### src/rtl/multdiv_seq_pkg.sv
// Shared types and constants for the iterative multiply/divide unit.
// Latency: n/a (declarations only).
// Backpressure: n/a.
package multdiv_seq_pkg;

    typedef enum logic [1:0] {
        ST_IDLE = 2'd0,
        ST_MULT = 2'd1,
        ST_DIV  = 2'd2,
        ST_DONE = 2'd3
    } state_t;

    typedef logic [5:0] cnt_t;

    localparam cnt_t        MULT_ITERS = 6'd16;
    localparam cnt_t        DIV_ITERS  = 6'd32;
    localparam logic [31:0] INT_MIN    = 32'h8000_0000;

    // Two's-complement negate when n is set; used for magnitudes and quotient sign.
    function automatic logic [31:0] neg_if(input logic n, input logic [31:0] v);
        return n ? (~v + 32'd1) : v;
    endfunction

endpackage

### src/rtl/multdiv_seq_if.sv
// Operand/strobe/result bundle between decode/writeback and the mul/div unit.
// Latency: n/a (wiring only).
// Backpressure: none; the pipeline stalls until data_resultRDY pulses.
interface multdiv_seq_if #(
    parameter int WIDTH = 32
);
    logic [WIDTH-1:0] data_operandA;
    logic [WIDTH-1:0] data_operandB;
    logic             ctrl_MULT;
    logic             ctrl_DIV;
    logic [WIDTH-1:0] data_result;
    logic             data_exception;
    logic             data_resultRDY;

    modport master (
        output data_operandA, data_operandB, ctrl_MULT, ctrl_DIV,
        input  data_result, data_exception, data_resultRDY
    );

    modport slave (
        input  data_operandA, data_operandB, ctrl_MULT, ctrl_DIV,
        output data_result, data_exception, data_resultRDY
    );
endinterface

### src/rtl/multdiv_seq_booth_recode_4.sv
// Radix-4 Booth recoder: 3-bit multiplier window to {0, +-M, +-2M} selects.
// Latency: combinational.
// Backpressure: n/a.
module booth_recode_4 (
    input  logic [2:0] window,
    output logic       zero,
    output logic       negate,
    output logic       dbl
);

    // 000 / 111 contribute nothing; the top bit gives the sign; 011 / 100 are the 2M cases.
    always_comb begin
        zero   = (window == 3'b000) || (window == 3'b111);
        negate = window[2] && !zero;
        dbl    = (window == 3'b011) || (window == 3'b100);
    end

endmodule

### src/rtl/multdiv_seq.sv
// Iterative signed 32-bit multiply (radix-4 Booth) and divide (restoring on magnitudes).
// Latency: RDY pulse 17 cycles after a multiply strobe, 33 cycles after a divide strobe.
// Backpressure: none; a new strobe aborts any operation in flight and restarts.
module multdiv_seq
    import multdiv_seq_pkg::*;
#(
    parameter int WIDTH = 32
) (
    input  logic           clock,
    input  logic           reset,
    multdiv_seq_if.slave   bus
);

    if (WIDTH != 32) begin : g_width_chk
        $error("multdiv_seq: only WIDTH=32 is supported");
    end

    state_t state_q, state_d;
    cnt_t   cnt_q;
    logic   start_mult, start_div;
    logic   mult_step, div_step;
    logic   mult_finish, div_finish;

    // Multiply datapath state
    logic [WIDTH-1:0] mcand_q;
    logic [33:0]      acc_q;
    logic [WIDTH-1:0] mq_q;
    logic             qm1_q;

    // Divide datapath state
    logic [32:0]      rem_q;
    logic [WIDTH-1:0] quo_q;
    logic [WIDTH-1:0] dvsr_q;
    logic             dz_q, ovf_q, qneg_q;

    // Result registers
    logic [WIDTH-1:0] result_q;
    logic             exc_q;

    logic        b_zero, b_negate, b_dbl;
    logic [33:0] m_ext, m_mag, addend, booth_sum;
    logic [33:0] trial;
    logic        mult_ovf;

    booth_recode_4 u_booth (
        .window (mq_q[1:0] == 2'b00 && !qm1_q ? 3'b000 : {mq_q[1:0], qm1_q}),
        .zero   (b_zero),
        .negate (b_negate),
        .dbl    (b_dbl)
    );

    assign m_ext     = {{2{mcand_q[31]}}, mcand_q};
    assign m_mag     = b_dbl ? {m_ext[32:0], 1'b0} : m_ext;
    assign addend    = b_zero ? 34'd0 : (b_negate ? -m_mag : m_mag);
    assign booth_sum = acc_q + addend;

    // Product bits 63..31 plus the accumulator's sign-extension bits must all agree.
    assign mult_ovf  = !(({acc_q, mq_q[31]} == '0) || ({acc_q, mq_q[31]} == '1));

    // Trial subtract of the divisor from the shifted partial remainder; MSB set means negative.
    assign trial     = {rem_q, quo_q[31]} - {2'b00, dvsr_q};

    // Next-state and control decode; a strobe in any state restarts, MULT wins over DIV.
    always_comb begin
        state_d    = state_q;
        start_mult = 1'b0;
        start_div  = 1'b0;
        if (bus.ctrl_MULT) begin
            state_d    = ST_MULT;
            start_mult = 1'b1;
        end else if (bus.ctrl_DIV) begin
            state_d   = ST_DIV;
            start_div = 1'b1;
        end else begin
            case (state_q)
                ST_MULT: if (cnt_q == MULT_ITERS) state_d = ST_DONE;
                ST_DIV:  if (cnt_q == DIV_ITERS)  state_d = ST_DONE;
                ST_DONE: state_d = ST_IDLE;
                default: state_d = ST_IDLE;
            endcase
        end
        mult_step   = !start_mult && !start_div && (state_q == ST_MULT) && (cnt_q < MULT_ITERS);
        div_step    = !start_mult && !start_div && (state_q == ST_DIV)  && (cnt_q < DIV_ITERS);
        mult_finish = (state_q == ST_MULT) && (state_d == ST_DONE);
        div_finish  = (state_q == ST_DIV)  && (state_d == ST_DONE);
    end

    // State register and iteration counter.
    always_ff @(posedge clock) begin
        if (reset) begin
            state_q <= ST_IDLE;
            cnt_q   <= '0;
        end else begin
            state_q <= state_d;
            if (start_mult || start_div)  cnt_q <= '0;
            else if (mult_step || div_step) cnt_q <= cnt_q + 6'd1;
        end
    end

    // Booth accumulator: add the recoded partial product, then shift {acc, mq, qm1} right by 2.
    always_ff @(posedge clock) begin
        if (reset) begin
            mcand_q <= '0;
            acc_q   <= '0;
            mq_q    <= '0;
            qm1_q   <= 1'b0;
        end else if (start_mult) begin
            mcand_q <= bus.data_operandA;
            acc_q   <= '0;
            mq_q    <= bus.data_operandB;
            qm1_q   <= 1'b0;
        end else if (mult_step) begin
            acc_q <= {{2{booth_sum[33]}}, booth_sum[33:2]};
            mq_q  <= {booth_sum[1:0], mq_q[31:2]};
            qm1_q <= mq_q[1];
        end
    end

    // Restoring divider on magnitudes; special cases are captured at start and applied at the end.
    always_ff @(posedge clock) begin
        if (reset) begin
            rem_q  <= '0;
            quo_q  <= '0;
            dvsr_q <= '0;
            dz_q   <= 1'b0;
            ovf_q  <= 1'b0;
            qneg_q <= 1'b0;
        end else if (start_div) begin
            rem_q  <= '0;
            quo_q  <= neg_if(bus.data_operandA[31], bus.data_operandA);
            dvsr_q <= neg_if(bus.data_operandB[31], bus.data_operandB);
            dz_q   <= (bus.data_operandB == '0);
            ovf_q  <= (bus.data_operandA == INT_MIN) && (bus.data_operandB == '1);
            qneg_q <= bus.data_operandA[31] ^ bus.data_operandB[31];
        end else if (div_step) begin
            rem_q <= trial[33] ? {rem_q[31:0], quo_q[31]} : trial[32:0];
            quo_q <= {quo_q[30:0], !trial[33]};
        end
    end

    // Result and exception change only on the way into DONE and hold otherwise.
    always_ff @(posedge clock) begin
        if (reset) begin
            result_q <= '0;
            exc_q    <= 1'b0;
        end else if (mult_finish) begin
            result_q <= mq_q;
            exc_q    <= mult_ovf;
        end else if (div_finish) begin
            result_q <= dz_q ? '0 : neg_if(qneg_q, quo_q);
            exc_q    <= dz_q || ovf_q;
        end
    end

    assign bus.data_result    = result_q;
    assign bus.data_exception = exc_q;
    assign bus.data_resultRDY = (state_q == ST_DONE);

endmodule

### src/flat_wrapper.sv
// flat-port wrapper written by rule: the top's interface ports become plain ports
module multdiv_seq_flat import multdiv_seq_pkg::*;
#(
    parameter int WIDTH = 32
)
  (clock, reset, bus_data_operandA, bus_data_operandB, bus_ctrl_MULT, bus_ctrl_DIV, bus_data_result, bus_data_exception, bus_data_resultRDY);
  multdiv_seq_if #(.WIDTH(WIDTH)) bus_i ();
  input  logic clock;
  input  logic reset;
  input wire logic [$bits(bus_i.data_operandA)-1:0] bus_data_operandA;
  input wire logic [$bits(bus_i.data_operandB)-1:0] bus_data_operandB;
  input wire logic [$bits(bus_i.ctrl_MULT)-1:0] bus_ctrl_MULT;
  input wire logic [$bits(bus_i.ctrl_DIV)-1:0] bus_ctrl_DIV;
  output wire logic [$bits(bus_i.data_result)-1:0] bus_data_result;
  output wire logic [$bits(bus_i.data_exception)-1:0] bus_data_exception;
  output wire logic [$bits(bus_i.data_resultRDY)-1:0] bus_data_resultRDY;
  assign bus_i.data_operandA = bus_data_operandA;
  assign bus_i.data_operandB = bus_data_operandB;
  assign bus_i.ctrl_MULT = bus_ctrl_MULT;
  assign bus_i.ctrl_DIV = bus_ctrl_DIV;
  assign bus_data_result = bus_i.data_result;
  assign bus_data_exception = bus_i.data_exception;
  assign bus_data_resultRDY = bus_i.data_resultRDY;
  multdiv_seq #(.WIDTH(WIDTH)) u_core (.clock(clock), .reset(reset), .bus(bus_i));
endmodule
### config.mk
export PLATFORM = sky130hd
export DESIGN_NAME = multdiv_seq_flat
export DESIGN_NICKNAME = d
export VERILOG_FILES = /design/src/rtl/multdiv_seq_pkg.sv /design/src/rtl/multdiv_seq_if.sv /design/src/rtl/multdiv_seq_booth_recode_4.sv /design/src/rtl/multdiv_seq.sv /design/src/flat_wrapper.sv
export SDC_FILE = /design/constraint.sdc
export NUM_CORES = 1
export LEC_CHECK = 0
export ABC_AREA = 0
export CORE_MARGIN = 3
export CORE_UTILIZATION = 50
export CTS_CLUSTER_DIAMETER = 100
export DETAILED_ROUTE_END_ITERATION = 7
export PLACE_DENSITY = 0.72
export SLEW_MARGIN = 20
export SYNTH_ARGS = -nofsm -noshare
export SYNTH_HDL_FRONTEND = slang
export SYNTH_SLANG_ARGS = --single-unit
### constraint.sdc
create_clock -name clock -period 5.8 [get_ports clock]
set_clock_uncertainty 0.2 [all_clocks]
set_input_delay 0.58 -clock clock [delete_from_list [all_inputs] [get_ports clock]]
set_output_delay 0.58 -clock clock [all_outputs]
set_load 0.03 [all_outputs]
* After elaboration in Yosys (flattened, before gate mapping)
Cells that the tools add are included.
Widths: inputs -> output; s select.
** Storage, ports and cells
- Flip-flop bits (word level) :: 238
- Input bits :: 68
- Output and inout port bits :: 34
- Word-level logic and storage cells :: 96
** Cells by class
- Add/sub/neg operators :: 7
- Order comparisons :: 2
- Eq/ne operators :: 12
- Multiplexer cells :: 25
- Bitwise operators :: 4
- Reduce and logical (&&, ||, !) cells :: 32
** Operator list (number)
- $mux 32 :: 11
- $add 32x1->32 const B :: 3
- $not 32->32 :: 3
- $mux 34 :: 2
- $eq 32x32->1 const B :: 2
- $eq 35x35->1 const B :: 1
- $logic_not 35->1 :: 1
- $add 34x34->34 :: 1
- $neg 34->34 :: 1
- $sub 34x32->34 :: 1
- $mux 33 :: 1
- $logic_not 32->1 :: 1
- $logic_and 1x1->1 :: 10
- $mux 2 :: 4
- $add 6x1->6 const B :: 1
- $eq 2x2->1 const B :: 3
- $eq 3x3->1 const B :: 2
- $eq 6x5->1 const B :: 1
- $eq 6x6->1 const B :: 1
- $logic_not 1->1 :: 6
- $logic_or 1x1->1 :: 6
- $lt 6x5->1 const B :: 1
- $lt 6x6->1 const B :: 1
- $reduce_bool 2->1 :: 3
- 9 further kinds :: 15

* Logic depth before layout (Yosys ltp)
- Depth after elaboration :: 12
- Mapped depth :: 25
- Mapped depth without buffers :: 22

* Hierarchy
From an unflattened synthesis, not the netlist that was laid out.
** Second synthesis, totals
- Cells, all modules :: 2216
- Area total of the unflattened synthesis :: 16568.4 sq um
** By module, submodules not included
- multdiv_seq :: times used 1, cells an instance 2209, area an instance 16530.9 sq um, sequential area each 4764.6 sq um
- booth_recode_4 :: times used 1, cells an instance 7, area an instance 37.5 sq um, sequential area each 0.0 sq um

* Worst setup path before layout
No wires, ideal clock.
- Kind :: reg-to-reg
- From :: reg u_core.qm1_q
- To :: reg u_core.acc_q[28]
- Library setup time :: 132 ps
- Data arrival time :: 5453 ps
- Required time :: 5468 ps
- Path slack :: 14 ps
- Cell stages (with the launch flop) :: 26
- Path buffers :: 3
- Period minus slack after synthesis :: 5786 ps
- Path through :: dfxtp_1 -> clkbuf_1 -> and3b_1 -> nor2_1 -> clkbuf_1 -> buf_1 -> mux2i_1 -> ha_1 -> nor2b_1 -> o21ai_1 -> and4bb_2 -> nand3b_1 -> o31ai_1 -> xor2_1 -> a2bb2oi_1 -> a21oi_1 -> ha_1 -> and4_1 -> a2111oi_0 -> o31ai_1 -> a22o_1 -> o31ai_1 -> o21ai_0 -> xor2_1 -> nand2_1 -> a21oi_1
** Between the ends
- Word-level cells in the longest chain between the ends :: 10
- Elaborated cells on any way between the ends :: 16
- Those cells by class :: add/sub: 2; eq/ne: 3; mux: 4; reduce/logical: 7
** Ends and longest elaborated chain
- start: declaration :: RTL line multdiv_seq.sv:28 : logic qm1_q;
- start signal: assignment :: RTL line multdiv_seq.sv:115 : qm1_q <= mq_q[1];
- $logic_not 1->1 :: RTL line multdiv_seq.sv:46 : .window (mq_q[1:0] == 2'b00 && !qm1_q ? 3'b000 : {mq_q[1:0], qm1_q}),
- $logic_and 1x1->1 :: RTL line multdiv_seq.sv:46
- $mux 3 * :: RTL line multdiv_seq.sv:46
- $eq 3x2->1, or another cell as far along :: RTL line multdiv_seq_booth_recode_4.sv:15 : dbl = (window == 3'b011) || (window == 3'b100);
- $logic_or 1x1->1 (on tied branches) :: RTL line multdiv_seq_booth_recode_4.sv:15, multdiv_seq_booth_recode_4.sv:13
- $mux 32 / $logic_not 1->1 (equally long branches) :: RTL line multdiv_seq.sv:53, multdiv_seq_booth_recode_4.sv:14
- $neg 34->34 / $logic_and 1x1->1 (equally long branches) :: RTL line multdiv_seq.sv:54, multdiv_seq_booth_recode_4.sv:14
- $mux 34 :: RTL line multdiv_seq.sv:54 : assign addend = b_zero ? 34'd0 : (b_negate ? -m_mag : m_mag);
- $mux 34 * :: RTL line multdiv_seq.sv:54
- $add 34x34->34 * :: RTL line multdiv_seq.sv:55 : assign booth_sum = acc_q + addend;
- end signal: assignment :: RTL line multdiv_seq.sv:113 : acc_q <= {{2{booth_sum[33]}}, booth_sum[33:2]};
- end: declaration :: RTL line multdiv_seq.sv:26 : logic [33:0] acc_q;
Every way passes the cells marked *; elsewhere a longest branch is shown, timed or not.
A chain may end at the register's enable or synchronous reset.

* Final worst setup path
- From :: reg u_core.mq_q[1]
- To :: reg, netlist name u_core.acc_q[31]
** Between the ends
- Word-level cells in the longest chain between the ends :: 10
- Elaborated cells on any way between the ends :: 16
- Those cells by class :: add/sub: 2; eq/ne: 3; mux: 4; reduce/logical: 7
** Ends and longest elaborated chain
- start: declaration :: RTL line multdiv_seq.sv:27 : logic [WIDTH-1:0] mq_q;
- start signal: assignment :: RTL line multdiv_seq.sv:110 : mq_q <= bus.data_operandB;
- start signal: assignment :: RTL line multdiv_seq.sv:114 : mq_q <= {booth_sum[1:0], mq_q[31:2]};
- $logic_not 2->1 :: RTL line multdiv_seq.sv:46
- $logic_and 1x1->1 :: RTL line multdiv_seq.sv:46
- $mux 3 * :: RTL line multdiv_seq.sv:46
- $eq 3x2->1, or another cell as far along :: RTL line multdiv_seq_booth_recode_4.sv:15
- $logic_or 1x1->1 (on tied branches) :: RTL line multdiv_seq_booth_recode_4.sv:15, multdiv_seq_booth_recode_4.sv:13
- $mux 32 / $logic_not 1->1 (equally long branches) :: RTL line multdiv_seq.sv:53, multdiv_seq_booth_recode_4.sv:14
- $neg 34->34 / $logic_and 1x1->1 (equally long branches) :: RTL line multdiv_seq.sv:54, multdiv_seq_booth_recode_4.sv:14
- $mux 34 :: RTL line multdiv_seq.sv:54
- $mux 34 * :: RTL line multdiv_seq.sv:54
- $add 34x34->34 * :: RTL line multdiv_seq.sv:55
Marks and branches as above.

==> flow_metrics.tcl <==
set metrics [dict create \
    status "finished, final reports clean" \
    wl_um 52700 \
    dieWidth_um 190 \
    synthArstFlopShare 0 \
    slowest_delay_ns 0.45 \
    cts.hold.buffers_added 0 \
    startpoint_type "register" \
    min_period_over_period 0.925 \
    wl_met1_um 23400 \
    hold_depth 3 \
    synthTopCellsByArea "dfxtp_1, a21oi_1, nand2_1" \
    hold_start "bus_ctrl_MULT" \
    synth-simple-area-share 0.231 \
    synthAdderAreaFrac 0.0576 \
    drt_iter0_markers 1359 \
    drtPass1Iterations 5 \
    overflow 0 \
    die_h_um 190 \
    synth_compound_area_frac 0.264 \
    timing.rr.start "u_core.mq_q[1]" \
    clk_pin_slew_ns 0.06 \
    p_leak_uw 0.00738 \
    wl_met3_um 2950 \
    dpl.hpwl_um 38600 \
    syn_inst 2305 \
    grt_max_degree 94 \
    htreeDepth 1 \
    ios 102 \
    min_path_type "primary input to register" \
    cts_max_path_buffers 3 \
    synth_mux_area_frac 0.0398 \
    wl_per_cell_um 19.0 \
    max-cap-violations 0 \
    cp_slowest_cell "or4b_1" \
    vias_per_cell 6.16 \
    route.met2.wl_um 24500 \
    finalPower_uw 4620 \
    setup_tns_ns 0 \
    period_needed_ns 5.36 \
    path_max_fanout 6 \
    grt_pass1_vias 15700 \
    grt_pass1_wl_um 83500 \
    relSlewSlack 0.261 \
    avgSynthCellArea_um2 7.38 \
    hold_viol_final 0 \
    hold_path_end "u_core.mq_q[31]" \
    start_util 0.515 \
    clk_latency_ns 0.57 \
    clkSinkCount 238 \
    synth.net_count 2450 \
    detail-route-antenna-nets 0 \
    synth_top_area_frac 0.280 \
    ff2ff_setup_slack_ns 0.44 \
    fmax_mhz 186 \
    top_layer "met4" \
    cts_resized 0 \
    cts_tree "done" \
    numCtsBuffers 29 \
    drv_slew 0 \
    multi_input_area_um2 11400 \
    area_delta_synth_final_pct 13.3 \
    antenna_found_initial 0 \
    yosys_warnings 0 \
    worst_pin_slew_ns 1.08 \
    final_cell_mix "nand2_1, nor2_1, a21oi_1, dfxtp_1, o21ai_0" \
    core-area_um2 33000 \
    place_congestion 0.969 \
    critPathRequiredTime_ns 6.10 \
    vdd_drop_max_mv 0.234 \
    final-seq-area_um2 4760 \
    cts_root_buf "clkbuf_16" \
    vias 17100 \
    synth_xor_area_frac 0.0762 \
    ys_types 78 \
    netlist_area_um2 17000 \
    fillers 3091 \
    std_cell_rows 66 \
    synth-main-ff-cell "dfxtp_1" \
    post_cts_buffers 0 \
    io_buffer_count 101 \
    path_class "register to register" \
    route.detailed.drc 0 \
    worst_ep_arrival_time_ns 5.66 \
    yosysTopAreaCell "dfxtp_1" \
    synth_edf_count 0 \
    setup_viol 0 \
    timing.rr.end "u_core.acc_q[31]" \
    layout.cells.most_common "nand2_1" \
    endpoint_kind "register" \
    rsz0062_at_grt "false" \
    nets 2457 \
    grt_usage 0.280 \
    synth-seq-area-share 0.280 \
    crit_chain "and3b_1 -> nor2_2 -> mux2i_1 -> ha_1 -> nor2b_1 -> o21ai_1 -> nand4bb_1 -> nor4_2 -> buf_4 -> nand3_1 -> and4_1 -> nor4_1 -> a21oi_1 -> ha_1 -> o21ai_0 -> nand2b_1 -> o31a_1 -> or4b_1 -> or3_1 -> a31o_1 -> a21oi_1" \
    power_density_nw_per_um2 240 \
    drive_gt1_frac 0.0527 \
    dieArea_um2 36200 \
    ys_seq_elements 238 \
    synth_top_family_by_area "compound AO/OA/AOI/OAI gates" \
    diodes 0 \
    ff2ff_path_depth 21 \
]
-- worst max-delay path: cells and delay by family, from the launching register on --
| family | cells | cell delay (ns) |
|---|---|---|
| AOI/OAI and AO/OA | 6 | 0.94 |
| adders and majority gates | 2 | 0.59 |
| DFF | 1 | 0.37 |
| buffers and inverters | 1 | 0.18 |
| and+or+nand+nor | 11 | 2.80 |
| muxes | 1 | 0.21 |
-- how the worst max path moves through the flow --
stage	slack, ns	to	start
finish	0.44	u_core.acc_q[31]	u_core.mq_q[1]
global route	0.003	u_core.acc_q[30]	u_core.mq_q[1]
CTS	0.25	u_core.acc_q[28]	u_core.mq_q[1]
detailed placement	0.26	u_core.acc_q[28]	u_core.mq_q[1]
global placement	0.37	u_core.acc_q[28]	u_core.mq_q[1]
floorplan	0.01	u_core.acc_q[28]	u_core.qm1_q
-- routing by layer --
metal,vias to the layer above,track usage
met5,-,0
met1,8179,0.378
li1,8345,-
met2,483,0.466
met3,106,0.0313
met4,0,0.0968
-- Yosys cell counts (all sizes together) (9+ instances only) --
library cell	number
a211oi	91
a21o	30
a21oi	239
a22oi	54
a31oi	10
and2	10
and3	14
buf	22
clkbuf	134
dfxtp	238
ha	75
inv	70
mux2i	62
nand2	274
nand2b	15
nand3	40
nand4	31
nor2	271
nor2b	16
nor3	55
nor4	25
o21a	12
o21ai	125
o21bai	11
o221ai	9
o31ai	32
o41ai	15
or2	14
or3	25
or4	24
xnor2	83
xor2	65
-- sequential cells by signal, indices dropped and copies added, names as in the netlist, 6 cells and up --
register	cells
u_core.rem_q	33
u_core.quo_q	32
u_core.mcand_q	32
u_core.mq_q	32
u_core.cnt_q	6
u_core.bus.data_result	32
u_core.dvsr_q	32
u_core.acc_q	32
-- through the flow --
| step | std cells | hold WS (ns) | setup slack, ns | instance area, µm² | utilization |
|---|---|---|---|---|---|
| 6_report | 2776 | 0.178 | 0.437 | 19300 | 0.583 |
| 5_1_grt | 2776 | 0.200 | 0.00341 | 19300 | 0.583 |
| 4_1_cts | 2776 | 0.163 | 0.253 | 19200 | 0.582 |
| 3_5_place_dp | 2723 | 0.253 | 0.257 | 18200 | 0.551 |
| 3_3_place_gp | 2723 | 0.240 | 0.369 | 18200 | 0.551 |
| 2_1_floorplan | 2305 | 0.220 | 0.0143 | 17000 | - |
-- logic make-up (layout without fill, tap and decap cells) --
group           Yosys count  in the layout
xor+xnor                148            148
flops                   238            238
compound gates          703            703
mux                      67             67
buf+inv                 226            255
simple gates            846            846
fa+ha+maj                77             77
-- where the power goes --
| part | internal (µW) | switching (µW) | leakage, µW |
|---|---|---|---|
| Combinational | 367 | 550 | 0.00495 |
| Sequential | 1700 | 83.1 | 0.00194 |
| Clock | 1150 | 766 | 0.000491 |
-- layout make-up --
type,instances,area share
multi-input cells,1841,0.594
flip-flops and latches,238,0.247
repair buffers,132,0.0643
clock buffers,38,0.0415
well taps,442,0.0287
inverters,70,0.0136
clock inverters,15,0.0107
Power figures use the tool's default switching activity.
